--- config.mk ---
export PLATFORM = sky130hd
export DESIGN_NAME = div32
export DESIGN_NICKNAME = d
export VERILOG_FILES = /design/src/rtl/div32.sv
export SDC_FILE = /design/constraint.sdc
export NUM_CORES = 1
export LEC_CHECK = 0
export CORE_MARGIN = 3
export CORE_UTILIZATION = 49
export CTS_CLUSTER_SIZE = 28
export DETAILED_ROUTE_END_ITERATION = 10
export MAX_ROUTING_LAYER = met4
export PLACE_DENSITY = 0.76
export SYNTH_ARGS = -nofsm -noshare
export SYNTH_HDL_FRONTEND = slang
export SYNTH_SLANG_ARGS = --single-unit
--- constraint.sdc ---
create_clock -name m_clock -period 2.7 [get_ports m_clock]
set_clock_uncertainty 0.05 [all_clocks]
set_input_delay 0.405 -clock m_clock [delete_from_list [all_inputs] [get_ports m_clock]]
set_output_delay 0.405 -clock m_clock [all_outputs]
set_load 0.005 [all_outputs]
--- src/rtl/div32.sv ---
// div32: sequential 32-bit unsigned restoring divider, one quotient bit per clock.
module div32 (
  input  logic        m_clock,
  input  logic        p_reset,
  input  logic [31:0] a,
  input  logic [31:0] b,
  input  logic        div,
  output logic [31:0] quo,
  output logic [31:0] rem,
  output logic        en,
  output logic        busy,
  output logic        dz
);
  typedef enum logic [1:0] {IDLE, RUN, DONE} state_t;
  state_t state, next_state;
  logic [31:0] rq, dv, rq_nx;
  logic [32:0] rr, rr_nx, t;
  logic [4:0]  cnt;
  logic        start, qbit;
  assign start = div && state != RUN;
  // Trial subtraction: a clear borrow bit means the divisor fits.
  always_comb begin
    t     = {rr[31:0], rq[31]} - {1'b0, dv};
    qbit  = ~t[32];
    rr_nx = qbit ? t : {rr[31:0], rq[31]};
    rq_nx = {rq[30:0], qbit};
  end
  always_ff @(posedge m_clock)
    if (p_reset) state <= IDLE;
    else         state <= next_state;
  always_comb
    next_state = start ? (b == 32'd0 ? DONE : RUN) :
                 state == RUN ? (cnt == 5'd31 ? DONE : RUN) : IDLE;
  always_comb begin
    en   = state == DONE;
    busy = state == RUN;
  end
  always_ff @(posedge m_clock)
    if (p_reset) begin
      rq  <= '0;
      rr  <= '0;
      dv  <= '0;
      cnt <= '0;
      quo <= '0;
      rem <= '0;
      dz  <= 1'b0;
    end else if (start) begin
      if (b != 32'd0) begin
        rq  <= a;
        rr  <= '0;
        dv  <= b;
        cnt <= '0;
        dz  <= 1'b0;
      end else begin
        quo <= '1;
        rem <= a;
        dz  <= 1'b1;
      end
    end else if (state == RUN) begin
      rq  <= rq_nx;
      rr  <= rr_nx;
      cnt <= cnt + 5'd1;
      if (cnt == 5'd31) begin
        quo <= rq_nx;
        rem <= rr_nx[31:0];
      end
    end
endmodule

==> qor.yml, run 1 <==
setup_path:
  crit_fanout: 8
  critPathArrivalTime_ns: 3.28
  startpoint_type: "register"
  setup.worst_path.class: "reg2reg"
  end_kind: "register"
  required_ns: 2.96
logic_synthesis:
  synth_edf_count: 0
  async_flop_share: 0
  yosysSeqAreaShare: 0.3820
  synth_fa_ha_area_frac: 0.05060
  avgSynthCellArea_um2: 7.777
  synth-xor-area-share: 0.02885
  synth-compound-area-share: 0.2135
  syn-num-nets: 1234
  muxShareOfSynthArea: 0.01023
  synth_top_family_by_area: "simple AND/OR/NAND/NOR gates"
  yosys_warnings: 0
  synth_flop_cell: "dfxtp_1"
  yosys.area_share.simple: 0.2536
  synthCells: 1132
  syn_area_um2: 8803
  ys_seq_elements: 168
  yosys.cell_types.count: 62
place:
  numPortBuffers: 133
  place_area_um2: 11610
  dp_hpwl_um: 21070
  globalplace.congestion: 0.9332
floorplan:
  fp.dieW_um: 140.0
  rows: 48
  die_area_um2: 19610
  start_util: 0.5055
  die_y_um: 140.0
  core_area_um2: 17420
  pin_count: 134
drt:
  drt_iter0_markers: 749
  vias: 9747
  ant_nets: 0
  postRouteWirelength_um: 30970
  routedWlPerCell_um: 18.85
  via_per_inst: 5.932
  drt_drc_violations_left: 0
  drtPass1Iterations: 6
clocking:
  clkLatencyLatePin_ns: 0.44
  cts.sinks: 168
  cts-root-buf: "clkbuf_16"
  cts.hold.buffers_added: 0
  cts_buffer_depth: 2
  clkSlewWorstSetupHoldPaths_ns: 0.07
  htree_num_levels: 4
  cts_buffers: 17
  cts_tree: "built"
cells_and_area:
  antennaDiodeCount: 0
  final_common_cell: "nand2_1"
  final_cell_mix: "nand2_1, buf_4, dfxtp_1"
  num-fill-cells: 1277
  multi_input_area_um2: 5653
  seqCellArea_um2: 3387
  final_area_um2: 13130
  drive_gt1_frac: 0.2623
  fin_util: 0.7537
  layout.nets: 1507
  area_delta_synth_final_pct: 49.10
pwr:
  p_leak_nw: 5.021
  p_sw_mw: 4.833
  p_int_mw: 7.215
  p_seq_frac: 0.237
  ir_drop_mv: 0.7355
  clkPwrFrac: 0.205
  power_density_nw_per_um2: 917.9
  netSwitchingFraction: 0.4012
  p_comb_frac: 0.558
global_routing:
  antenna_found_initial: 0
  grt_pass1_wl_um: 47630
  grt_overflow: 0
  grt_pass1_vias: 9449
  grt_util_all_layers: 0.3058
  grt_max_degree: 83
sta:
  drv_slew: 0
  fin_crit_ns: 3.018
  slew_headroom: 0.4125
  rsz0062_at_grt: "yes"
  setup_viol: 65
  fmax_mhz: 331.3
  fin_ws_ns: -0.3183
  finalCritPeriodShare: 1.118
  worst_pin_slew_ns: 0.8812
  hold_viol: 0
  hold-worst-slack_ns: 0.3169
status:
  status: "finished with violations"
  violations: "negative setup slack"
worst_hold_path:
  min_path_type: "in2reg"
run:
  timing.max_cap.violations: 0
[worst max-delay path: stages (launching register included)]
cell,delay (ns)
dfxtp_1,0.43
ha_4,0.24
buf_4,0.15
and3_1,0.17
buf_4,0.15
a31o_1,0.22
a311o_2,0.42
and3_4,0.22
nor2_4,0.21
buf_12,0.18
buf_12,0.11
mux2i_4,0.24
o21ai_1,0.09
[path summary, 6_finish.rpt]
check	startpoint	to	slack [ns]	cells past startpoint
min	p_reset	state[1]	0.32	2
min reg2reg	dv[24]	dv[24]	0.40	2
max	rr[20]	rr[23]	-0.32	12
max reg2reg	rr[20]	rr[23]	-0.32	12
[power by group through the flow]
stage	sequential (mW)	combinational, mW	clock, mW
2_1_floorplan	2.82	3.02	0
5_1_grt	2.87	7.15	2.59
4_1_cts	2.84	5.78	2.48
3_5_place_dp	2.87	5.06	0
3_3_place_gp	2.87	5.02	0
6_report	2.86	6.72	2.47
[cells in the mapped netlist, types with 23 or more instances]
cell type  number  area [µm²]
a311oi_1       59       516.8
clkbuf_1       76       285.3
nor2_1        103       386.6
nand2_1       202       758.2
inv_1          36       135.1
a21oi_1        72       360.4
ha_1           34       425.4
a31oi_1        23       143.9
dfxtp_1       168        3363
o21ai_0        39       195.2
nor3_1         76       380.4
nand3_1        28       140.1
[flip-flops by register name, indices dropped and copies added (netlist names)]
name and cells:
rr 32, dv 32, cnt 5, state 2, rem 32, rq 32
dz 1, quo 32
[logic make-up after synthesis]
family	count (synthesis)
buf+inv	128
compound gates	276
flops	168
simple gates	487
xor+xnor	29
mux	9
fa+ha+maj	35
[per-stage QoR]
stage	total power, mW	worst slack (ns)	cells	TNS, ns
after global routing	12.61	-0.4170	1643	-20.24
after global placement	7.891	-0.3680	1589	-19.31
after floorplan	5.844	-0.1117	1132	-2.087
after detailed placement	7.932	-0.3989	1589	-26.83
final	12.05	-0.3183	1643	-13.13
after CTS	11.10	-0.2676	1628	-12.73
[layer usage]
layer | vias to the layer above | routed length, µm | track usage
li1 | 4628 | - | -
met1 | 4645 | 12450 | 0.3625
met2 | 389 | 15820 | 0.5229
met3 | 85 | 1660 | 0.05087
met4 | 0 | 1034 | 0.1137
met5 | - | 0 | -
[layout make-up]
type | count | share of cell area
multi-input cells | 837 | 0.4307
flip-flops and latches | 168 | 0.2580
repair buffers | 343 | 0.2341
clock buffers | 18 | 0.03346
well taps | 225 | 0.02145
clock inverters | 14 | 0.01144
inverters | 38 | 0.01087
[what timing repair did]
action | in CTS | in global routing
endpoints found under the hold margin | 0 | 0
resized for setup | 66 | 80
buffers inserted | 7 | 14
pin swaps | 53 | 53
cloned | 1 | 1
setup endpoints to repair | 66 | 66
Note: power is estimated with default switching activity, not from simulation.
==> run 2, diff against run 1 <==
--- a/config.mk
+++ b/config.mk
@@ -5,6 +5,7 @@
 export SDC_FILE = /design/constraint.sdc
 export NUM_CORES = 1
 export LEC_CHECK = 0
+export CORE_ASPECT_RATIO = 0.5
 export CORE_MARGIN = 3
 export CORE_UTILIZATION = 49
 export CTS_CLUSTER_SIZE = 28
==> run 2 against run 1 <==
Effect of this change: the flow still finishes with violations (negative setup slack); flip-flop and latch count stayed put; final cell count is 0.18% higher; via count is 4.1% higher; count of clock-buffer cells in the layout stayed put; total power is 7.7% higher.
==> qor.yml, run 2 (synthesis gave the netlist of run 1 again) <==
drt:
  postRouteWirelength_um: 35210  # +14%
  drt_drc_violations_left: 0  # unchanged
  via_per_inst: 6.166  # +3.9%
  vias: 10150  # +4.1%
  ant_nets: 0  # unchanged
  drt_iter0_markers: 1256  # +68%
  drtPass1Iterations: 7  # +1
  routedWlPerCell_um: 21.39  # +13%
cells_and_area:
  final_area_um2: 13580  # +3.5%
  num-fill-cells: 1091  # -15%
  layout.nets: 1507  # unchanged
  drive_gt1_frac: 0.3004  # +0.03808
  seqCellArea_um2: 3390  # about the same
  fin_util: 0.8003  # +0.04668
  final_common_cell: "nand2_1"
  final_cells: 1646  # +0.18%
  final_cell_mix: "nand2_1, buf_4, dfxtp_1"
  area_delta_synth_final_pct: 54.28
  multi_input_area_um2: 5949  # +5.2%
setup_path:
  cpPeakStageDelay_ns: 0.37  # -0.06 ns
  cp_cell_sequence: "inv_2, ha_4, fa_2, nand2b_4, a21oi_4, o21ai_2, o22ai_2, a311o_1, a21oi_2, buf_4, nor2_4, buf_12, buf_12, mux2i_1, buf_4, o21ai_1"
  end_kind: "register"
  slowest_stage: "dfxtp_2"
  crit_fanout: 6  # -2
  r2r_cells: 16  # +4
  required_ns: 2.97  # about the same
  setup.worst_path.class: "reg2reg"
  critPathArrivalTime_ns: 3.43  # +0.15 ns
  startpoint_type: "register"
clocking:
  clkLatencyLatePin_ns: 0.44  # about the same
  cts.hold.buffers_added: 0  # unchanged
  cts_tree: "built"
  cts.sinks: 168  # unchanged
  clkSlewWorstSetupHoldPaths_ns: 0.07  # about the same
  cts_buffer_depth: 2  # unchanged
  cts_buffers: 17  # unchanged
  htree_num_levels: 4  # unchanged
  cts-root-buf: "clkbuf_16"
pwr:
  finalPower_mw: 12.98  # +7.7%
  ir_drop_mv: 0.6937  # -5.7%
  power_density_nw_per_um2: 955.6  # +4.1%
  p_leak_nw: 5.124  # +2.0%
floorplan:
  die_y_um: 100.8  # -28%
  rows: 33  # -31%
  pin_count: 134  # unchanged
  start_util: 0.5188  # +0.01330
  die_area_um2: 19710  # +0.50%
  fp.dieW_um: 195.6  # +40%
  core_area_um2: 16970  # -2.6%
sta:
  hold-worst-slack_ns: 0.2637  # -0.05318 ns
  fmax_mhz: 315.9  # -4.6%
  hold_viol: 0  # unchanged
  drv_slew: 0  # unchanged
  rsz0062_at_grt: "yes"
  slew_headroom: 0.4983  # +0.08575
  finalCritPeriodShare: 1.172  # +0.05440
  fin_crit_ns: 3.165  # +0.1469 ns
  worst_pin_slew_ns: 0.7526  # -0.1286 ns
  setup_viol: 66  # +1.5%
  setup_tns_ns: -22.60  # -9.470 ns
  fin_ws_ns: -0.4652  # -0.1469 ns
run:
  timing.max_cap.violations: 0  # unchanged
global_routing:
  grt_pass1_wl_um: 50270  # +5.5%
  antenna_found_initial: 1  # +1
  grt_pass1_vias: 9156  # -3.1%
  grt_util_all_layers: 0.3312  # +0.02541
  grt_max_degree: 83  # unchanged
  grt_overflow: 0  # unchanged
place:
  dpl_worst_slack_ns: -0.4810  # -0.08215 ns
  dp_cells: 1581  # -0.50%
  place_area_um2: 11610  # about the same
  globalplace.congestion: 0.9668  # +3.6%
  dp_hpwl_um: 22460  # +6.6%
  numPortBuffers: 133  # unchanged
worst_hold_path:
  min_path_type: "in2reg"
  min_path_cells: 2  # unchanged
status:
  status: "finished with violations"
  violations: "negative setup slack"
## run 2: path summary, 6_finish.rpt
check | from | to | slack [ns]
setup / recovery | rq[31] | rem[22] | -0.47
setup reg to reg | rq[31] | rem[22] | -0.47
hold / removal | p_reset | dz | 0.26
hold reg to reg | dv[17] | dv[17] | 0.40
## run 2: power by group
group | total [mW] | switching, mW | internal, mW
Combinational | 7.48 | 3.92 | 3.56
Clock | 2.60 | 1.20 | 1.41
Sequential | 2.89 | 0.226 | 2.67
Total | 13.0 | 5.34 | 7.64
## run 2: timing repair
item | CTS | global route
setup buffers | 14 | 17
pin swaps | 55 | 34
setup endpoints to repair | 66 | 69
gates resized for setup | 105 | 101
cloned | 2 | 1
## run 2: layer usage
layer,vias to the layer above,track usage,wire length [µm]
met5,-,-,0
met4,0,0.05583,748
met3,87,0.06945,3871
met2,581,0.4856,15170
met1,4844,0.4778,15420
li1,4637,-,-
## run 2: worst max-delay path: cells and delay by family, from the launching register on
family / cells / cell delay [ns]
adder cells (fa/ha/maj): 2 / 0.50
AND/OR/NAND/NOR: 2 / 0.32
buffers and inverters: 5 / 0.69
multiplexers: 1 / 0.20
flip-flops: 1 / 0.37
AO/OA/AOI/OAI: 6 / 0.90
## run 2: area by class of cell
type	count	area share
Timing Repair Buffer	344	0.2358
Clock inverter	14	0.01336
Clock buffer	18	0.03160
Inverter	38	0.01050
Sequential cell	168	0.2496
Multi-Input combinational cell	836	0.4380
Tap cell	227	0.02091
Antenna cell	1	0.0001842
